`config.mk`:
```
export PLATFORM = sky130hd
export DESIGN_NAME = spi_controller
export DESIGN_NICKNAME = d
export VERILOG_FILES = /design/src/rtl/spi_controller.sv
export SDC_FILE = /design/constraint.sdc
export NUM_CORES = 1
export LEC_CHECK = 0
export BUFFER_PORTS_ARGS = -buffer_cell sky130_fd_sc_hd__buf_4
export CAP_MARGIN = 40
export CORE_AREA = 4 4 78 80
export CTS_BUF_LIST = sky130_fd_sc_hd__clkbuf_8
export DETAILED_ROUTE_END_ITERATION = 12
export DIE_AREA = 0 0 82 84
export PLACE_DENSITY = 0.67
export SYNTH_ARGS = -nofsm -noshare
export SYNTH_HDL_FRONTEND = slang
export SYNTH_SLANG_ARGS = --single-unit
export TNS_END_PERCENT = 5
```
`constraint.sdc`:
```
create_clock -name clk -period 2.3 [get_ports clk]
set_clock_uncertainty 0.2 [all_clocks]
set_input_delay 0.69 -clock clk [delete_from_list [all_inputs] [get_ports clk]]
set_output_delay 0.69 -clock clk [all_outputs]
set_load 0.05 [all_outputs]
```
`src/rtl/spi_controller.sv`:
```
// SPI mode-0 initiator: sends one 16-bit {wr, addr[6:0], wdata[7:0]} frame per
// accepted command, MSB first, and captures cipo during the data byte into rdata.
module spi_controller #(
    parameter int CLK_DIV  = 4,
    parameter int CS_SETUP = 2,
    parameter int CS_HOLD  = 2,
    parameter int IDLE_GAP = 2
) (
    input  logic       clk,
    input  logic       rst,
    input  logic       start,
    input  logic       wr,
    input  logic [6:0] addr,
    input  logic [7:0] wdata,
    input  logic       cipo,
    output logic       busy,
    output logic       done,
    output logic [7:0] rdata,
    output logic       sclk,
    output logic       copi,
    output logic       ncs
);

    localparam int MAX_A   = (CLK_DIV > CS_SETUP) ? CLK_DIV : CS_SETUP;
    localparam int MAX_B   = (CS_HOLD > IDLE_GAP) ? CS_HOLD : IDLE_GAP;
    localparam int MAX_CNT = (MAX_A > MAX_B) ? MAX_A : MAX_B;
    localparam int CW      = $clog2(MAX_CNT + 1);

    localparam logic [CW-1:0] DIV_LAST   = CW'(CLK_DIV - 1);
    localparam logic [CW-1:0] SETUP_LAST = CW'(CS_SETUP - 1);
    localparam logic [CW-1:0] HOLD_LAST  = CW'(CS_HOLD - 1);
    localparam logic [CW-1:0] GAP_LAST   = CW'(IDLE_GAP - 1);

    typedef enum logic [2:0] {IDLE, SETUP, SHIFT, HOLD, GAP} state_t;

    state_t          state_q, state_d;
    logic [CW-1:0]   cnt_q, cnt_d;
    logic [3:0]      bit_q, bit_d;
    logic            high_q, high_d;
    logic [15:0]     frame_q, frame_d;
    logic [7:0]      cap_q, cap_d;
    logic [7:0]      rdata_q, rdata_d;
    logic            sclk_q, sclk_d;
    logic            copi_q, copi_d;
    logic            ncs_q, ncs_d;
    logic            busy_q, busy_d;
    logic            done_q, done_d;

    always_comb begin
        // NOTE: every signal gets a default before the case so no path leaves it unassigned (no latches).
        state_d = state_q;
        cnt_d   = cnt_q + CW'(1);
        bit_d   = bit_q;
        high_d  = high_q;
        frame_d = frame_q;
        cap_d   = cap_q;
        rdata_d = rdata_q;
        sclk_d  = sclk_q;
        copi_d  = copi_q;
        ncs_d   = ncs_q;
        busy_d  = busy_q;
        done_d  = 1'b0;

        case (state_q)
            IDLE: begin
                cnt_d = '0;
                if (start) begin
                    state_d = SETUP;
                    frame_d = {wr, addr, wdata};
                    ncs_d   = 1'b0;
                    busy_d  = 1'b1;
                    copi_d  = wr;
                end
            end
            SETUP: begin
                if (cnt_q == SETUP_LAST) begin
                    state_d = SHIFT;
                    cnt_d   = '0;
                    bit_d   = 4'd15;
                    high_d  = 1'b0;
                    copi_d  = frame_q[15];
                end
            end
            SHIFT: begin
                if (cnt_q == DIV_LAST) begin
                    cnt_d = '0;
                    if (!high_q) begin
                        high_d = 1'b1;
                        sclk_d = 1'b1;
                    end else begin
                        // End of the high phase: sample cipo just before SCLK falls.
                        high_d = 1'b0;
                        sclk_d = 1'b0;
                        if (!bit_q[3]) cap_d = {cap_q[6:0], cipo};
                        bit_d = bit_q - 4'd1;
                        if (bit_q == 4'd0) state_d = HOLD;
                        else               copi_d  = frame_q[bit_q - 4'd1];
                    end
                end
            end
            HOLD: begin
                if (cnt_q == HOLD_LAST) begin
                    state_d = GAP;
                    cnt_d   = '0;
                    ncs_d   = 1'b1;
                    copi_d  = 1'b0;
                end
            end
            GAP: begin
                if (cnt_q == GAP_LAST) begin
                    state_d = IDLE;
                    cnt_d   = '0;
                    busy_d  = 1'b0;
                    done_d  = 1'b1;
                    rdata_d = cap_q;
                end
            end
            default: state_d = IDLE;
        endcase
    end

    always_ff @(posedge clk) begin
        // NOTE: state uses non-blocking assignments so all registers update from the same pre-edge values.
        if (rst) begin
            state_q <= IDLE;
            cnt_q   <= '0;
            bit_q   <= 4'd15;
            high_q  <= 1'b0;
            frame_q <= '0;
            cap_q   <= '0;
            rdata_q <= '0;
            sclk_q  <= 1'b0;
            copi_q  <= 1'b0;
            ncs_q   <= 1'b1;
            busy_q  <= 1'b0;
            done_q  <= 1'b0;
        end else begin
            state_q <= state_d;
            cnt_q   <= cnt_d;
            bit_q   <= bit_d;
            high_q  <= high_d;
            frame_q <= frame_d;
            cap_q   <= cap_d;
            rdata_q <= rdata_d;
            sclk_q  <= sclk_d;
            copi_q  <= copi_d;
            ncs_q   <= ncs_d;
            busy_q  <= busy_d;
            done_q  <= done_d;
        end
    end

    assign busy  = busy_q;
    assign done  = done_q;
    assign rdata = rdata_q;
    assign sclk  = sclk_q;
    assign copi  = copi_q;
    assign ncs   = ncs_q;

endmodule

```
# [Word level (Yosys, flattened, before mapping)]
# Cells that the tools add are included.
[word_totals] ff_bits=48 latch_bits=0 ramBits=0 romBits=0 input_bits=20 mem_count=0
[classes] addsub=2 multipliers=0 div_mod_pow=0 n_lt_le_gt_ge=1 n_eq_ne=14 shifts=0 mux=33 n_bitwise=2 reduce_logical=18
[op_table] cell="$mux 3" n=9
[op_table] cell="$ne 2x2->1 const B" n=8
[op_table] cell="$pmux 3 s5" n=1
[op_table] cell="$reduce_and 7->1" n=2
[op_table] cell="$mux 1" n=13
[op_table] cell="$mux 4" n=3
[op_table] cell="$eq 3x2->1 const B" n=3
[op_table] cell="$pmux 3 s3" n=1
[op_table] cell="$reduce_and 3->1" n=3
[op_table] cell="$pmux 4 s2" n=1
[op_table] cell="$reduce_and 4->1" n=2
[op_table] cell="$eq 3x1->1 const B" n=2
[op_table] cell="$pmux 1 s2" n=3
[op_table] cell="$reduce_and 2->1" n=3
[op_table] cell="$reduce_bool 2->1" n=3
[op_table] cell="$lt 4x5->1 const B" n=1
[op_table] cell="$bmux 1 s4" n=1
[op_table] cell="$logic_not 4->1" n=1
[op_table] cell="$pmux 1 s4" n=1
[op_table] cell="$reduce_bool 4->1" n=1
[op_table] cell="$sub 4x1->4 const B" n=1
[op_table] cell="$add 3x1->3 const B" n=1
[op_table] cell="$eq 3x3->1 const B" n=1
[op_table] cell="$logic_not 3->1" n=1
[op_table] cell="3 further kinds" n=4

# [Depth between registers and ports, before layout]
[logic_depth] depth_word=7 depth_mapped=9 depth_no_buf=7

# [Worst setup path before layout]
# Ideal clock, no wire load.
[synth_timing] path_kind="register to register" startpoint="reg bit_q[0]" endpoint="reg copi_q (netlist: copi)" setup_time_ns=0.133 arrival_time_ns=1.748 required_ns=1.967 setup_slack_ns=0.219 path_stages_with_launch=9 path_buffers=2 synth_period_minus_slack_ns=2.081 path_cell_list="dfxtp_1 > buf_6 > inv_1 > ha_1 > clkbuf_1 > mux4_1 > mux2_2 > nand3_2 > a311oi_2"
[synth_between] elab_chain_cells=7 elab_cells_between_ends=10 cone_classes="1 x add/sub; 1 x eq/ne; 6 x mux; 2 x reduce/logical"
[synth_rtl] item="from (decl)" line="38" text="logic [3:0] bit_q, bit_d;"
[synth_rtl] item="from (signal assigned)" line="140" text="bit_q <= bit_d;"
[synth_rtl] item="$sub 4x1->4" line="97" text="else copi_d = frame_q[bit_q - 4'd1];"
[synth_rtl] item="$bmux 1 s4" line="97"
[synth_rtl] item="$mux 1 (implied by the code)" line="97"
[synth_rtl] item="$mux 1" line="96" text="if (bit_q == 4'd0) state_d = HOLD;"
[synth_rtl] item="$mux 1" line="87" text="if (!high_q) begin"
[synth_rtl] item="$mux 1" line="85" text="if (cnt_q == DIV_LAST) begin"
[synth_rtl] item="$pmux 1 s4" line="64" text="case (state_q)"
[synth_rtl] item="to (signal assigned)" line="146" text="copi_q <= copi_d;"
[synth_rtl] item="to (decl)" line="44" text="logic copi_q, copi_d;"
# Parallel ways exist; a longest one is shown, timed or not. The select of a mux whose other input is x is not followed.
# A chain may end at the register's enable or synchronous reset.

# [Final worst setup path]
# Same ends and word-level chain as after synthesis.

==> impl_metrics.tcl <==
set metrics [dict create \
    rsz0062_at_grt "false" \
    critPathSlowestCell "dfxtp_1" \
    post_drt_wl_per_cell_um 11.67 \
    drive_gt1_share_pct 19.35 \
    syn-num-nets 274 \
    internal_power_mw 1.262 \
    fp.dieW_um 82 \
    grt_use_total_pct 13.13 \
    cts_inserted_buffers 5 \
    ir_drop_mv 0.2926 \
    power_mw 1.677 \
    ys_warn_count 0 \
    postCtsHoldBufs 0 \
    synth.avg_cell_area_sq_um 8.613 \
    drt.antenna.violating_nets 0 \
    synthTopCellsByArea "dfxtp_1, nand2_1, a21oi_1" \
    boundaryPins 33 \
    cts_tree "done" \
    rows 27 \
    drc_errors 0 \
    wirelength_um 4095 \
    mostFrequentLayoutCell "nand2_1" \
    path_cells "inv_1 -> ha_2 -> mux4_1 -> mux2_2 -> nand3_2 -> a311oi_2" \
    synth_top_area_share_pct 44.81 \
    place_hpwl_um 2891 \
    synth_edf_count 0 \
    startpoint "bit_q[0]$_SDFFE_PP1P_" \
    critPathCaptureType "flip-flop" \
    timing.final.crit_share_pct 92.14 \
    maxCapViolations 0 \
    grt_pass1_wl_um 7155 \
    first_pass_iters 4 \
    avgViaCountPerCell 4.895 \
    die-area_sq_um 6888 \
    seq_power_share_pct 52.6 \
    grt_max_degree 48 \
    hold_viol 0 \
    finalNonFillerCells 351 \
    antenna_found_initial 0 \
    ys_seq_area_share_pct 44.81 \
    h-tree-depth 2 \
    switching_power_mw 0.4155 \
    final_util_pct 47.04 \
    wl_met1_um 1931 \
    grt_pass1_vias 1666 \
    comb_power_share_pct 10.2 \
    place_ws_ns 0.1277 \
    io_buffers 32 \
    nets 303 \
    status "finished clean" \
    min_from "cap_q[7]$_SDFFE_PP0P_" \
    p_clk_share_pct 37.2 \
    clock-sinks 48 \
    gp_congestion 0.8244 \
    slew_headroom_pct 68.08 \
    syn_to_final_growth_pct 18.55 \
    setup.worst_path.class "reg2reg" \
    wl_met2_um 1868 \
    r2r-start "bit_q[0]$_SDFFE_PP1P_" \
    postSynthCellCount 249 \
    crit_arrival_ns 2.10 \
    critPathMaxStageDelay_ns 0.48 \
    path_max_fanout 9 \
    async_reset_ff_share_pct 0 \
    fin_crit_ns 2.119 \
    synth-seq-cells 48 \
    finalSetupTns_ns 0 \
    fmax_mhz 471.9 \
    grt_overflow 0 \
    crit_required_ns 2.28 \
    cts_buffer_depth 2 \
    core_sq_um 5405 \
    ys_types 42 \
    leakagePower_nw 1.035 \
    syn_area_sq_um 2145 \
    swShare_pct 24.77 \
    hold_path_class "reg2reg" \
    path_clk_slew_ns 0.09 \
    critPathLaunchType "flip-flop" \
    die_h_um 84 \
    cts-root-buf "clkbuf_8" \
    top_layer_used "met4" \
    finalMaxSlewViolations 0 \
    synth_top_cell_by_area "dfxtp_1" \
    insertion_delay_ns 0.31 \
    synth_top_flop_cell "dfxtp_1" \
    setup_violations 0 \
    num_antenna_cells 0 \
    p_per_area_nw_per_um2 659.8 \
    fill_cells 561 \
    wl_met3_um 236 \
    vias 1718 \
    drt_iter0_markers 71 \
    placedCellCount 343 \
    layout_setup_ws_ns 0.1807 \
    layout_common_cells "nand2_1, dfxtp_1, buf_4" \
    start_util_pct 39.68 \
    worstMarginPinSlew_ns 0.4787 \
]
==> per-layer routing <==
layer,up-vias,GRT usage (%)
li1,909,-
met1,770,16.34
met3,5,4.536
met2,34,20.87
met5,-,0
met4,0,4.381
==> worst max-delay path, delay by kind of cell, from the launching register on <==
kind / cells / cell delay (ns)
adder cells (fa/ha/maj): 1 / 0.44
flip-flops: 1 / 0.48
AO/OA/AOI/OAI: 1 / 0.09
AND/OR/NAND/NOR: 1 / 0.08
multiplexers: 2 / 0.57
buffers and inverters: 1 / 0.14
==> final timing paths <==
check                                              to  slack [ns]  depth (start not counted)
worst max-delay path                copi$_SDFFE_PP0P_        0.18                          6
worst min-delay path            cap_q[7]$_SDFFE_PP0P_        0.26                          2
worst max register to register      copi$_SDFFE_PP0P_        0.18                          6
worst min register to register  cap_q[7]$_SDFFE_PP0P_        0.26                          2
==> cells in the mapped netlist, types with 2 or more instances <==
| master | count |
|---|---|
| nand2_1 | 54 |
| dfxtp_1 | 48 |
| a21oi_1 | 33 |
| nor2_1 | 21 |
| mux2i_1 | 11 |
| nand3_1 | 9 |
| inv_1 | 7 |
| buf_2 | 5 |
| ha_1 | 5 |
| o21ai_0 | 5 |
| clkbuf_1 | 4 |
| nand2b_1 | 4 |
| a31oi_1 | 3 |
| buf_6 | 3 |
| nor2b_1 | 3 |
| a2111oi_0 | 2 |
| buf_1 | 2 |
| mux4_1 | 2 |
| nand4_1 | 2 |
| nor3_1 | 2 |
| o21bai_1 | 2 |
| o22ai_1 | 2 |
==> state kept, by name, indices dropped and copies added, names as in the netlist <==
name     flops
rdata        8
frame_q     16
ncs          1
high_q       1
state_q      3
cap_q        8
busy         1
sclk         1
bit_q        4
copi         1
cnt_q        3
done         1
==> layout make-up <==
| class | instances | area [sq um] | area share, % |
|---|---|---|---|
| Tap cell | 72 | 90.09 | 3.543 |
| Timing Repair Buffer | 37 | 277.8 | 10.93 |
| Multi-Input combinational cell | 179 | 1072 | 42.18 |
| Inverter | 7 | 26.28 | 1.033 |
| Sequential cell | 48 | 960.9 | 37.80 |
| Clock buffer | 5 | 68.82 | 2.707 |
| Clock inverter | 3 | 46.29 | 1.821 |
==> logic make-up (layout without fill, tap and decap cells) <==
family / after synthesis / count (layout) / synth area share, %
AO/OA/AOI/OAI: 52 / 52 / 14.06
XOR/XNOR: 2 / 2 / 1.167
adder cells (fa/ha/maj): 5 / 5 / 2.917
buffers and inverters: 22 / 52 / 5.368
flip-flops: 48 / 48 / 44.81
multiplexers: 14 / 14 / 8.110
AND/OR/NAND/NOR: 106 / 106 / 23.57
==> what timing repair did <==
action,in CTS,in global routing
gates resized for setup,0,2
setup buffers,0,0
endpoints found under the setup margin,0,1
==> per-stage QoR <==
stage	instance area (sq um)	hold WS, ns
2_1_floorplan	2145	0.2215
3_3_place_gp	2424	0.2334
3_5_place_dp	2424	0.2418
4_1_cts	2539	0.2580
5_1_grt	2542	0.2761
6_report	2542	0.2560
==> power groups by stage <==
stage	combinational [mW]	sequential, mW	clock [mW]
after detailed placement	0.172	0.902	0
after global routing	0.190	0.887	0.675
after global placement	0.170	0.902	0
after CTS	0.173	0.883	0.640
after floorplan	0.108	0.910	0
final	0.171	0.882	0.624
(Power assumes the default switching activity.)
